### src/rtl/serial_add_ctrl.sv
// Bit-serial adder controller: one full-adder cell (two half adders plus an
// OR on the carries) sequenced LSB-first over WIDTH cycles, with a
// start/busy/done handshake.

// Half-adder stage used twice to form the full-adder cell.
module serial_add_ctrl_ha (
    input  logic i_x,
    input  logic i_y,
    output logic o_s,
    output logic o_c
);
    assign o_s = i_x ^ i_y;
    assign o_c = i_x & i_y;
endmodule

module serial_add_ctrl #(
    parameter int unsigned WIDTH = 8
) (
    input  logic             clk,
    input  logic             rst,
    input  logic             start,
    input  logic [WIDTH-1:0] a,
    input  logic [WIDTH-1:0] b,
    output logic             busy,
    output logic             done,
    output logic [WIDTH-1:0] sum,
    output logic             cout
);
    localparam int unsigned     CW   = $clog2(WIDTH);
    localparam logic [CW-1:0]   LAST = CW'(WIDTH - 1);

    typedef enum logic [1:0] {
        IDLE = 2'd0,
        RUN  = 2'd1,
        DONE = 2'd2
    } state_t;

    state_t           r_state;
    state_t           w_state_nxt;

    logic [WIDTH-1:0] r_sa;
    logic [WIDTH-1:0] r_sb;
    logic [WIDTH-1:0] r_sr;
    logic [WIDTH-1:0] r_sum;
    logic             r_c;
    logic             r_cout;
    logic [CW-1:0]    r_cnt;

    logic             w_load;
    logic             w_step;
    logic             w_last;
    logic             w_p;
    logic             w_g;
    logic             w_s;
    logic             w_t;
    logic             w_c_nxt;

    // First half adder: propagate/generate of the two operand bits.
    serial_add_ctrl_ha u_ha0 (
        .i_x (r_sa[0]),
        .i_y (r_sb[0]),
        .o_s (w_p),
        .o_c (w_g)
    );

    // Second half adder folds in the running carry.
    serial_add_ctrl_ha u_ha1 (
        .i_x (w_p),
        .i_y (r_c),
        .o_s (w_s),
        .o_c (w_t)
    );

    assign w_c_nxt = w_g | w_t;
    assign w_last  = (r_cnt == LAST);

    // State register with synchronous reset.
    always_ff @(posedge clk) begin
        if (rst) begin
            r_state <= IDLE;
        end else begin
            r_state <= w_state_nxt;
        end
    end

    // Next-state decode plus handshake and datapath control strobes.
    always_comb begin
        w_state_nxt = r_state;
        w_load      = 1'b0;
        w_step      = 1'b0;
        busy        = 1'b0;
        done        = 1'b0;
        case (r_state)
            IDLE: begin
                if (start) begin
                    w_load      = 1'b1;
                    w_state_nxt = RUN;
                end
            end
            RUN: begin
                busy   = 1'b1;
                w_step = 1'b1;
                if (w_last) begin
                    w_state_nxt = DONE;
                end
            end
            DONE: begin
                done        = 1'b1;
                w_state_nxt = IDLE;
            end
            default: begin
                w_state_nxt = IDLE;
            end
        endcase
    end

    // Operand/result shifting, carry and counter; outputs latched on the last bit.
    always_ff @(posedge clk) begin
        if (rst) begin
            r_sa   <= '0;
            r_sb   <= '0;
            r_sr   <= '0;
            r_c    <= 1'b0;
            r_cnt  <= '0;
            r_sum  <= '0;
            r_cout <= 1'b0;
        end else if (w_load) begin
            r_sa  <= a;
            r_sb  <= b;
            r_sr  <= '0;
            r_c   <= 1'b0;
            r_cnt <= '0;
        end else if (w_step) begin
            r_sa  <= {1'b0, r_sa[WIDTH-1:1]};
            r_sb  <= {1'b0, r_sb[WIDTH-1:1]};
            r_sr  <= {w_s, r_sr[WIDTH-1:1]};
            r_c   <= w_c_nxt;
            r_cnt <= w_last ? '0 : r_cnt + CW'(1);
            if (w_last) begin
                r_sum  <= {w_s, r_sr[WIDTH-1:1]};
                r_cout <= w_c_nxt;
            end
        end
    end

    assign sum  = r_sum;
    assign cout = r_cout;

endmodule

### config.mk
export PLATFORM = sky130hd
export DESIGN_NAME = serial_add_ctrl
export DESIGN_NICKNAME = d
export VERILOG_FILES = /design/src/rtl/serial_add_ctrl.sv
export SDC_FILE = /design/constraint.sdc
export NUM_CORES = 1
export LEC_CHECK = 0
export CAP_MARGIN = 5
export CORE_MARGIN = 10
export CORE_UTILIZATION = 35
export CTS_CLUSTER_DIAMETER = 60
export CTS_CLUSTER_SIZE = 10
export DETAILED_ROUTE_END_ITERATION = 6
export PLACE_DENSITY = 0.56
export RECOVER_POWER = 100
export SETUP_SLACK_MARGIN = 0.05
export SLEW_MARGIN = 20
export SYNTH_ARGS = -nofsm -noshare
export SYNTH_HDL_FRONTEND = slang
export SYNTH_HIERARCHICAL = 1
export SYNTH_SLANG_ARGS = --single-unit
### constraint.sdc
create_clock -name clk -period 5 [get_ports clk]
set_clock_uncertainty 0.2 [all_clocks]
set_input_delay 0.75 -clock clk [delete_from_list [all_inputs] [get_ports clk]]
set_output_delay 0.75 -clock clk [all_outputs]
set_load 0.05 [all_outputs]
==> results of run 1 <==
[routing by layer]
layer / routed length, um / up-vias
li1: - / 670
met4: 23 / 0
met1: 1710 / 586
met3: 181 / 5
met2: 1660 / 32
met5: 0 / -
[sequential cells by signal, indices dropped and copies added, names as in the netlist]
signal and count:
r_sr 7, r_state 2, r_cnt 3, cout 1, r_c 1, r_sa 8
r_sb 8, sum 8
[per-stage QoR]
stage          instance area, sq um  setup slack [ns]   util  hold WS (ns)
6_report                       1880              1.11  0.459         0.254
5_1_grt                        1880             0.903  0.459         0.268
4_1_cts                        1880              1.35  0.459         0.258
3_5_place_dp                   1790              1.69  0.439         0.249
3_3_place_gp                   1790              1.74  0.439         0.245
2_1_floorplan                  1520              2.79      -         0.236
[power breakdown]
part / internal, mW / switching, mW / total (mW)
clock: 0.106 / 0.0969 / 0.203
sequential: 0.316 / 0.00779 / 0.324
combinational: 0.0280 / 0.0349 / 0.0629
[cells in the final DEF (no fill, tap or decap), types with 4 or more instances in the layout]
| cell | instances |
|---|---|
| clkbuf_8 | 6 |
| nand2_1 | 25 |
| inv_1 | 4 |
| dlygate4sd3_1 | 13 |
| dfxtp_1 | 38 |
| ha_1 | 4 |
| nand3_1 | 9 |
| a21oi_1 | 20 |
| nor2_1 | 46 |
| clkdlybuf4s50_1 | 16 |
| nor4_1 | 13 |
[logic make-up (layout without fill, tap and decap cells)]
kind of cell               after synthesis  count (layout)  synth area share
and+or+nand+nor                        100             100             0.293
buffers and inverters                   17              39            0.0594
DFF                                     38              38             0.502
muxes                                    2               2            0.0132
AOI/OAI and AO/OA                       26              26            0.0998
adders and majority gates                4               4            0.0330
[final cells by class]
class                           count  area [sq um]
Clock buffer                        6          82.6
Inverter                            4          15.0
Sequential cell                    38           761
Timing Repair Buffer               29           290
Tap cell                           50          62.6
Fill cell                         411          2210
Multi-Input combinational cell    132           666
[worst min path at each step]
stage / start / cells after the start / endpoint / slack, ns
3_5_place_dp: sum[4]$_SDFFE_PP0P_ / 2 / sum[4]$_SDFFE_PP0P_ / 0.25
5_1_grt: sum[0]$_SDFFE_PP0P_ / 2 / sum[0]$_SDFFE_PP0P_ / 0.27
4_1_cts: sum[6]$_SDFFE_PP0P_ / 2 / sum[6]$_SDFFE_PP0P_ / 0.26
3_3_place_gp: r_cnt[1]$_SDFFE_PP0N_ / 2 / r_cnt[1]$_SDFFE_PP0N_ / 0.24
6_report: sum[6]$_SDFFE_PP0P_ / 2 / sum[6]$_SDFFE_PP0P_ / 0.25
2_1_floorplan: r_cnt[1]$_SDFFE_PP0N_ / 2 / r_cnt[1]$_SDFFE_PP0N_ / 0.24
[worst min-delay path: cells and delay by family (launching register included)]
family | cells | cell delay [ns]
and+or+nand+nor | 1 | 0.05
DFF | 1 | 0.31
AOI/OAI and AO/OA | 1 | 0.05
==> results_dict.tcl, run 1 <==
set metrics [dict create \
    synth_area_leaders "dfxtp_1 (50%), nor2_1 (11%), a21oi_1 (6.6%)" \
    vias 1293 \
    cts-htree-levels 2 \
    synth_area_per_cell_sq_um 8.11 \
    cp.arrival_ns 2.94 \
    clockBufferDepth 2 \
    grt_pass1_vias 1226 \
    clkTransAtPathRegs_ns 0.07 \
    synth-edff-count 0 \
    yosysMostFrequentCell "nor2_1" \
    rsz0062_at_grt "false" \
    clockRootBuffer "clkbuf_8" \
    leakage_nw 0.740 \
    critPathMaxFanout 24 \
    total_power_uw 590 \
    ys_types 26 \
    use_met2 0.156 \
    die_w_um 85.8 \
    cts_post_setup_buffers_inserted 0 \
    async_flop_share 0 \
    layout-drive-gt1-share 0.0335 \
    n_antenna_cell 0 \
    ctsHoldBuffers 0 \
    yosys_warnings 6 \
    required_ns 4.05 \
    cts_resized 0 \
    ys_ff_latch 38 \
    worst_setup_path_end_kind "output port" \
    wire_per_inst_um 13.8 \
    fmaxAchievable_mhz 257 \
    cp_cell_sequence "nand2b_1 -> inv_1 -> dlygate4sd3_1" \
    drt_wl_total_mm 3.58 \
    ir_worst_vdd_mv 0.124 \
    antenna_found_initial 0 \
    crit_slowest_cell "dlygate4sd3_1" \
    grt_pass1_wl_mm 5.86 \
    cts_made_buffers 5 \
    nNetsFinal 233 \
    worstMarginPinSlew_ns 1.06 \
    met3_usage 0.0388 \
    antenna_left 0 \
    num_rows 23 \
    synthCells 187 \
    gr-total-overflow 0 \
    synth_common_cells "nor2_1 (46), dfxtp_1 (38), nand2_1 (25)" \
    grt-busiest-layer "met2" \
    maxSlewHeadroom 0.288 \
    pin_count 30 \
    crit_path_start "r_state[0]$_SDFFE_PP0P_" \
    area_growth_syn_to_layout_pct 23.8 \
    rr_endpoint "r_sb[6]$_SDFFE_PP0P_" \
    initial_utilization 0.371 \
    drv_cap 0 \
    vias_per_cell 4.99 \
    die_h_um 85.8 \
    rr_startpoint "r_state[1]$_SDFFE_PP0P_" \
    synth_top_area_share 0.502 \
    use_met1 0.117 \
    drc_errors 0 \
    place_hpwl_mm 2.50 \
    final_hold_viol_count 0 \
    ys_seq_area_frac 0.502 \
    first_pass_iters 4 \
    min_period_ns 3.89 \
    startpoint_type "flip-flop" \
    synth_flop_cell "dfxtp_1" \
    syn_nets 210 \
    gp_congestion 0.719 \
    path_depth 3 \
    p_per_area_nw_per_um2 314 \
    place_inst 253 \
    crit_type "reg2out" \
    slowest_delay_ns 0.97 \
    yosysTopAreaCell "dfxtp_1" \
    min_period_over_period 0.778 \
    path_delay_family "buffers and inverters" \
    grt_max_degree 29 \
    track_usage 0.0977 \
    cts_tree "done" \
    drtIter0Drc 46 \
    timing.final.max_slew_violations 0 \
    setup_viol 0 \
    mappedNetlistArea_sq_um 1520 \
    clk_latency_ns 0.28 \
    finalNonFillerCells 259 \
    io_buffer_count 29 \
    core_region_area_sq_um 4090 \
    critPathBufInv 2 \
    dieArea_sq_um 7370 \
    tns_ns 0 \
    rrSetupSlack_ns 2.56 \
    critPathCapture "busy" \
    status "completed" \
    cts_sinks 38 \
    hold_path.class "reg2reg" \
    r2r_cells 4 \
]
(Power assumes the default switching activity.)
==> inputs of run 2 (changes only) <==
- PLACE_DENSITY: 0.56 -> 0.58
- clock period: 5 -> 3.15 ns (I/O delays scaled with it)
==> run 2 against run 1 <==
  * Register-to-register slack got worse by 1.4 ns
  * Worst hold slack worse by 0.0017 ns
  * Sequential share of layout area fell by 0.22 points
  * Utilization grew 0.25 points
  * Via count decreased by 0.39%
  * First-iteration DRC count grew 76%
  * Wire length down 3.7%
  * Setup slack worse by 0.54 ns
  * Critical endpoint unchanged
  * Largest power group unchanged
  * Highest routed layer unchanged
==> results_dict.tcl, run 2 (synthesis gave the netlist of run 1 again) <==
set metrics [dict create \
    cts_made_buffers 5 \
    use_met2 0.153 \
    vias 1288 \
    grt_pass1_wl_mm 5.86 \
    cts-htree-levels 2 \
    die_h_um 85.8 \
    fin_area_sq_um 1890 \
    worst_setup_path_end_kind "output port" \
    cts_post_setup_buffers_inserted 0 \
    seqPwrFrac 0.556 \
    critPathBufInv 3 \
    drt_wl_total_mm 3.45 \
    area_growth_syn_to_layout_pct 24.4 \
    maxSlewHeadroom 0.549 \
    cts_resized 0 \
    hold_path.class "reg2reg" \
    dpl_cell_area_sq_um 1810 \
    p_switching_uw 223 \
    grt_max_degree 29 \
    antenna_left 0 \
    crit_top_cell "buf_4" \
    first_pass_iters 5 \
    vias_per_cell 4.90 \
    fin_util 0.462 \
    tns_ns 0 \
    min_period_over_period 0.819 \
    drv_cap 0 \
    initial_utilization 0.371 \
    nFillCells 397 \
    met3_usage 0.0312 \
    pwr-share-clk 0.331 \
    worstMarginPinSlew_ns 0.676 \
    dieArea_sq_um 7370 \
    slowest_delay_ns 0.52 \
    nNetsFinal 236 \
    cts_sinks 38 \
    gr-total-overflow 0 \
    grt-busiest-layer "met2" \
    worst_hold_slack_ns 0.252 \
    io_buffer_count 29 \
    ctsHoldBuffers 0 \
    num_rows 23 \
    rsz0062_at_grt "false" \
    layout-drive-gt1-share 0.0423 \
    path_delay_family "buffers and inverters" \
    swShare 0.242 \
    cp.arrival_ns 1.91 \
    clk_latency_ns 0.28 \
    place_hpwl_mm 2.51 \
    timing.final.max_slew_violations 0 \
    cp_cell_sequence "nand2b_1 -> buf_4 -> inv_1 -> buf_4" \
    drtIter0Drc 81 \
    status "completed" \
    track_usage 0.0963 \
    antenna_found_initial 0 \
    n_antenna_cell 0 \
    final_hold_viol_count 0 \
    wire_per_inst_um 13.1 \
    clockRootBuffer "clkbuf_8" \
    pin_count 30 \
    crit_slowest_cell "inv_1" \
    grt_pass1_vias 1222 \
    cts_tree "done" \
    startpoint_type "flip-flop" \
    use_met1 0.118 \
    setup_viol 0 \
    drc_errors 0 \
    p_int_uw 701 \
    gp_congestion 0.737 \
    fmaxAchievable_mhz 388 \
    required_ns 2.48 \
    critPathMaxFanout 24 \
    core_region_area_sq_um 4090 \
    crit_type "reg2out" \
    p_per_area_nw_per_um2 490 \
    ir_worst_vdd_mv 0.285 \
    clockBufferDepth 2 \
    min_period_ns 2.58 \
    comb_power_share 0.112 \
    clkTransAtPathRegs_ns 0.07 \
    final_common_cell "nor2_1" \
    leakage_nw 0.746 \
    final_cell_mix "nor2_1 (46), dfxtp_1 (38), nand2_1 (25)" \
    die_w_um 85.8 \
]
[run 2: through the flow]
step,std cells,power [mW],setup WS (ns)
after global placement,256,0.626,0.882
after global routing,263,0.972,0.382
after CTS,263,0.939,0.785
final,263,0.925,0.570
after floorplan,187,0.593,1.22
after detailed placement,256,0.630,0.836
[run 2: worst paths after layout]
check,end,cells after the start,slack [ns],startpoint
hold reg to reg,sum[0]$_SDFFE_PP0P_,2,0.25,sum[0]$_SDFFE_PP0P_
setup / recovery,busy,4,0.57,r_state[0]$_SDFFE_PP0P_
setup reg to reg,cout$_SDFFE_PP0P_,5,1.16,r_state[0]$_SDFFE_PP0P_
hold / removal,sum[0]$_SDFFE_PP0P_,2,0.25,sum[0]$_SDFFE_PP0P_
[run 2: cell type report]
class | count | area [sq um] | share of cell area
inverters | 4 | 15.0 | 0.00796
clock buffers | 7 | 76.3 | 0.0405
flip-flops and latches | 38 | 761 | 0.403
well taps | 50 | 62.6 | 0.0332
repair buffers | 32 | 307 | 0.162
multi-input cells | 132 | 666 | 0.353
[run 2: per-layer routing]
metal,part of all wire,vias to the layer above
met2,0.47,29
met4,0.0049,0
met1,0.49,579
li1,-,678
met3,0.034,2
met5,0,-
[run 2: worst register-to-register path, delay by kind of cell, from the launching register on]
family	cells	cell delay [ns]
AOI/OAI and AO/OA	2	0.40
buffers and inverters	2	0.75
and+or+nand+nor	1	0.10
DFF	1	0.46
[run 2: power groups by stage]
stage / logic, mW / registers [mW] / clock network [mW]
3_3_place_gp: 0.102 / 0.524 / 0
4_1_cts: 0.106 / 0.514 / 0.319
5_1_grt: 0.117 / 0.518 / 0.338
2_1_floorplan: 0.0722 / 0.521 / 0
3_5_place_dp: 0.105 / 0.525 / 0
6_report: 0.104 / 0.514 / 0.306
==> variant 1 (flow settings as in run 1) <==
Register the inputs `start`, `a` and `b` before use, without a reset. The logic sees them one clock later. Comments in the files are not updated.
--- a/src/rtl/serial_add_ctrl.sv
+++ b/src/rtl/serial_add_ctrl.sv
@@ -36,2 +36,12 @@
     } state_t;
+
+    logic start_q;
+    logic [WIDTH-1:0] a_q;
+    logic [WIDTH-1:0] b_q;
+
+    always_ff @(posedge clk) begin
+        start_q <= start;
+        a_q     <= a;
+        b_q     <= b;
+    end
 
@@ -94,3 +104,3 @@
             IDLE: begin
-                if (start) begin
+                if (start_q) begin
                     w_load      = 1'b1;
@@ -127,4 +137,4 @@
         end else if (w_load) begin
-            r_sa  <= a;
-            r_sb  <= b;
+            r_sa  <= a_q;
+            r_sb  <= b_q;
             r_sr  <= '0;
Behaviour: not the same (Yosys sat finds a counterexample within 4 cycles, from zero or initial values and one cycle with rst high).
==> variant 1 against run 1 <==
  * Routed wire length rose by 1.5%
  * First-iteration DRC count is 57% higher
  * Power is 34% higher
  * Combinational power increased by 8.9%
  * Area after synthesis is 25% higher
  * Final area increased by 22%
  * Setup slack improved by 0.48 ns
  * Sequential cell count rose by 17
  * Die area is 19% higher
  * Register-to-register slack better by 0.52 ns
  * Hold slack worse by 0.014 ns
==> variant 1: results (changes against run 1) <==
INFO  metric worst_setup_hold_path_clk_slew = 0.10 ns (was 0.07 ns)
INFO  metric detailed_place.area = 2200 um2 (was 1790 um2)
INFO  metric power.combinational.fraction = 0.087 (was 0.107)
INFO  metric design.final.nets = 252 (was 233)
INFO  metric hpwl = 2420 um (was 2500 um)
INFO  metric gp_congestion = 0.762 (was 0.719)
INFO  metric netlist_top_cells_count = dfxtp_1 (55), nand2_1 (41), a21oi_1 (31) (was nor2_1 (46), dfxtp_1 (38), nand2_1 (25))
INFO  metric syn_nets = 229 (was 210)
INFO  metric met3_usage = 0.0320 (was 0.0388)
INFO  metric cellInternalPower = 0.602 mW (was 0.450 mW)
INFO  metric max_slew_margin = 0.176 (was 0.288)
INFO  metric outcome = finished clean (unchanged)
INFO  metric routed_wirelength = 3630 um (was 3580 um)
INFO  metric largest_vdd_supply_drop = 0.149 mV (was 0.124 mV)
INFO  metric met2RoutedLength = 1680 um (was 1660 um)
INFO  metric grt.met1_usage = 0.101 (was 0.117)
INFO  metric routed-wl-met3 = 176 um (was 181 um)
INFO  metric seq_power = 0.470 mW (was 0.324 mW)
INFO  metric grt_pass1_wl = 6400 um (was 5860 um)
INFO  metric cp_data_arrival_time = 2.46 ns (was 2.94 ns)
INFO  metric netlist_top_cells_area = dfxtp_1 (58%), a21oi_1 (8.2%), nand2_1 (8.1%) (was dfxtp_1 (50%), nor2_1 (11%), a21oi_1 (6.6%))
INFO  metric post_synth_inst_count = 206 (was 187)
INFO  metric critical_path.max_stage_delay = 0.95 ns (was 0.97 ns)
INFO  metric ys_seq_area_frac = 0.579 (was 0.502)
INFO  metric mux_contribution_to_synthesized_area = 0 (was 0.0132)
INFO  metric netlist-cell-type-count = 24 (was 26)
INFO  metric nFillCells = 531 (was 411)
INFO  metric grt.total_usage = 0.0888 (was 0.0977)
INFO  metric post_route_cells_drive_above_1_share = 0.0522 (was 0.0335)
INFO  metric dp_cells = 292 (was 253)
INFO  metric insertion_delay = 0.31 ns (was 0.28 ns)
INFO  metric grt_max_degree = 34 (was 29)
INFO  metric synthAdderAreaFrac = 0.0263 (was 0.0330)
INFO  metric wl_met1 = 1720 um (was 1710 um)
INFO  metric drt_first_iter_violations = 72 (was 46)
INFO  metric cp_max_fo = 33 (was 24)
INFO  metric post_synthesis_compound_gate_area_fraction = 0.168 (was 0.0998)
## variant 1: final timing paths
kind              start       to  slack, ns  cells past startpoint
min              a_q[7]  r_sa[7]       0.24                      2
max          r_state[0]     busy       1.59                      4
min reg2reg      a_q[7]  r_sa[7]       0.24                      2
max reg2reg    r_cnt[0]   sum[3]       3.08                      5
## variant 1: per-stage QoR
step / utilization / power, mW / worst slack [ns]
CTS: 0.442 / 0.806 / 1.60
detailed placement: 0.424 / 0.553 / 1.96
global placement: 0.424 / 0.553 / 1.97
floorplan: - / 0.531 / 2.93
global route: 0.441 / 0.829 / 1.46
finish: 0.441 / 0.791 / 1.59
## variant 1: final cells by class
type / count / share of cell area
Timing Repair Buffer: 31 / 0.131
Tap cell: 70 / 0.0381
Clock buffer: 7 / 0.0376
Inverter: 3 / 0.00490
Sequential cell: 55 / 0.480
Clock inverter: 1 / 0.00381
Multi-Input combinational cell: 133 / 0.305
==> variant 2 (config.mk and constraints of run 1) <==
Without the edit above. `WIDTH`: 8 -> 16.
--- a/src/rtl/serial_add_ctrl.sv
+++ b/src/rtl/serial_add_ctrl.sv
@@ -16,3 +16,3 @@
 module serial_add_ctrl #(
-    parameter int unsigned WIDTH = 8
+    parameter int unsigned WIDTH = 16
 ) (
Ports: changed (resized a, b and sum); port bits go from 30 to 54. The function was not compared with the original's and may differ.
==> variant 2 against run 1 <==
  * Register-to-register slack better by 0.11 ns
  * Maximum frequency is 33% higher
  * Routed wire length is 100% higher
  * Sequential power is 86% higher
  * Power is 110% higher
  * Final area is 94% higher
  * Sequential cell count is 33 higher
  * Largest cell class unchanged
  * Setup slack better by 0.97 ns
  * Area after synthesis is 91% higher
  * Highest routed layer unchanged
  * Largest power group unchanged
  * Critical path type is now in2reg
==> variant 2: results (changes against run 1) <==
INFO  metric ys_seq_area_frac = 0.491 (was 0.502)
INFO  metric timing.critical_path.slowest_stage_cell = nand2b_1 (was dlygate4sd3_1)
INFO  metric switchingPower = 0.299 mW (was 0.140 mW)
INFO  metric netlist-cell-type-count = 25 (was 26)
INFO  metric critical_r2r_capture = r_cnt[3] (was r_sb[6])
INFO  metric wl_met1 = 3510 um (was 1710 um)
INFO  metric r2r_start = r_state[0] (was r_state[1])
INFO  metric routed-wl-met3 = 279 um (was 181 um)
INFO  metric cp_max_fo = 60 (was 24)
INFO  metric htree_levels = 3 (was 2)
INFO  metric grt.met1_usage = 0.145 (was 0.117)
INFO  metric ff2ff_setup_slack = 2.67 ns (was 2.56 ns)
INFO  metric vias_per_cell = 5.06 (was 4.99)
INFO  metric gr-usage-met2 = 0.190 (was 0.156)
INFO  metric post_route_cells_drive_above_1_share = 0.0765 (was 0.0335)
INFO  metric insertion_delay = 0.33 ns (was 0.28 ns)
INFO  metric routed_wirelength = 7200 um (was 3580 um)
INFO  metric number_of_global_route_vias_before_repair = 2503 (was 1226)
INFO  metric gp_congestion = 0.685 (was 0.719)
INFO  metric largest_vdd_supply_drop = 0.157 mV (was 0.124 mV)
INFO  metric grt_pass1_wl = 12400 um (was 5860 um)
INFO  metric max_slew_margin = 0.452 (was 0.288)
INFO  metric cts_buffers = 9 (was 5)
INFO  metric netlist_top_cells_count = nand2_1 (89), dfxtp_1 (71), a21oi_1 (40) (was nor2_1 (46), dfxtp_1 (38), nand2_1 (25))
INFO  metric static-leakage-power = 1.27 nW (was 0.740 nW)
INFO  metric netlist_top_cells_area = dfxtp_1 (49%), nand2_1 (12%), a21oi_1 (6.9%) (was dfxtp_1 (50%), nor2_1 (11%), a21oi_1 (6.6%))
INFO  metric worstHoldStart = r_sr[1] (was sum[6])
INFO  metric met3_usage = 0.0395 (was 0.0388)
INFO  metric outcome = finished clean (unchanged)
INFO  metric port-buffer-count = 53 (was 29)
INFO  metric grt.total_usage = 0.118 (was 0.0977)
INFO  metric hpwl = 4310 um (was 2500 um)
INFO  metric hold-path-endpoint = r_sr[1] (was sum[6])
variant 2: layout make-up:
class | count | area, um2
timing repair buffer | 57 | 556
inverter | 1 | 3.75
fill | 801 | 4500
tap | 105 | 131
multi-input combinational | 247 | 1300
sequential | 71 | 1420
clock inverter | 3 | 65.1
clock buffer | 13 | 159
variant 2: power by group through the flow:
stage               Sequential (mW)  Combinational [mW]  Clock (mW)
floorplan                     0.613              0.0923           0
global placement              0.616               0.133           0
detailed placement            0.616               0.134           0
CTS                           0.603               0.135       0.529
global route                  0.607               0.147       0.553
finish                        0.604               0.131       0.516
variant 2: worst max-delay path by stage:
| stage | to | slack [ns] | cells after the start |
|---|---|---|---|
| floorplan | busy | 2.89 | 5 |
| global placement | r_cnt[3] | 1.90 | 5 |
| detailed placement | r_cnt[3] | 1.82 | 5 |
| CTS | r_cnt[3] | 2.22 | 5 |
| global route | r_cnt[3] | 1.97 | 5 |
| finish | r_cnt[3] | 2.08 | 5 |
variant 2: cells by family (layout without fill, tap and decap cells):
group	count (synthesis)	in the layout	synth area share
buffers and inverters	34	74	0.0558
XOR/XNOR	1	1	0.00303
adder cells (fa/ha/maj)	3	3	0.0130
AO/OA/AOI/OAI	90	90	0.218
flip-flops	71	71	0.491
AND/OR/NAND/NOR	153	153	0.218
variant 2: critical path: cells and delay by family:
family | cells | cell delay (ns)
buffers and inverters | 2 | 1.05
and+or+nand+nor | 2 | 0.77
AOI/OAI and AO/OA | 1 | 0.36
variant 2: stage by stage:
stage          instances  cell area (um2)  hold slack (ns)
2_1_floorplan        352             2890            0.237
3_3_place_gp         481             3420            0.249
3_5_place_dp         481             3420            0.251
4_1_cts              497             3650            0.261
5_1_grt              497             3640            0.290
6_report             497             3640            0.263
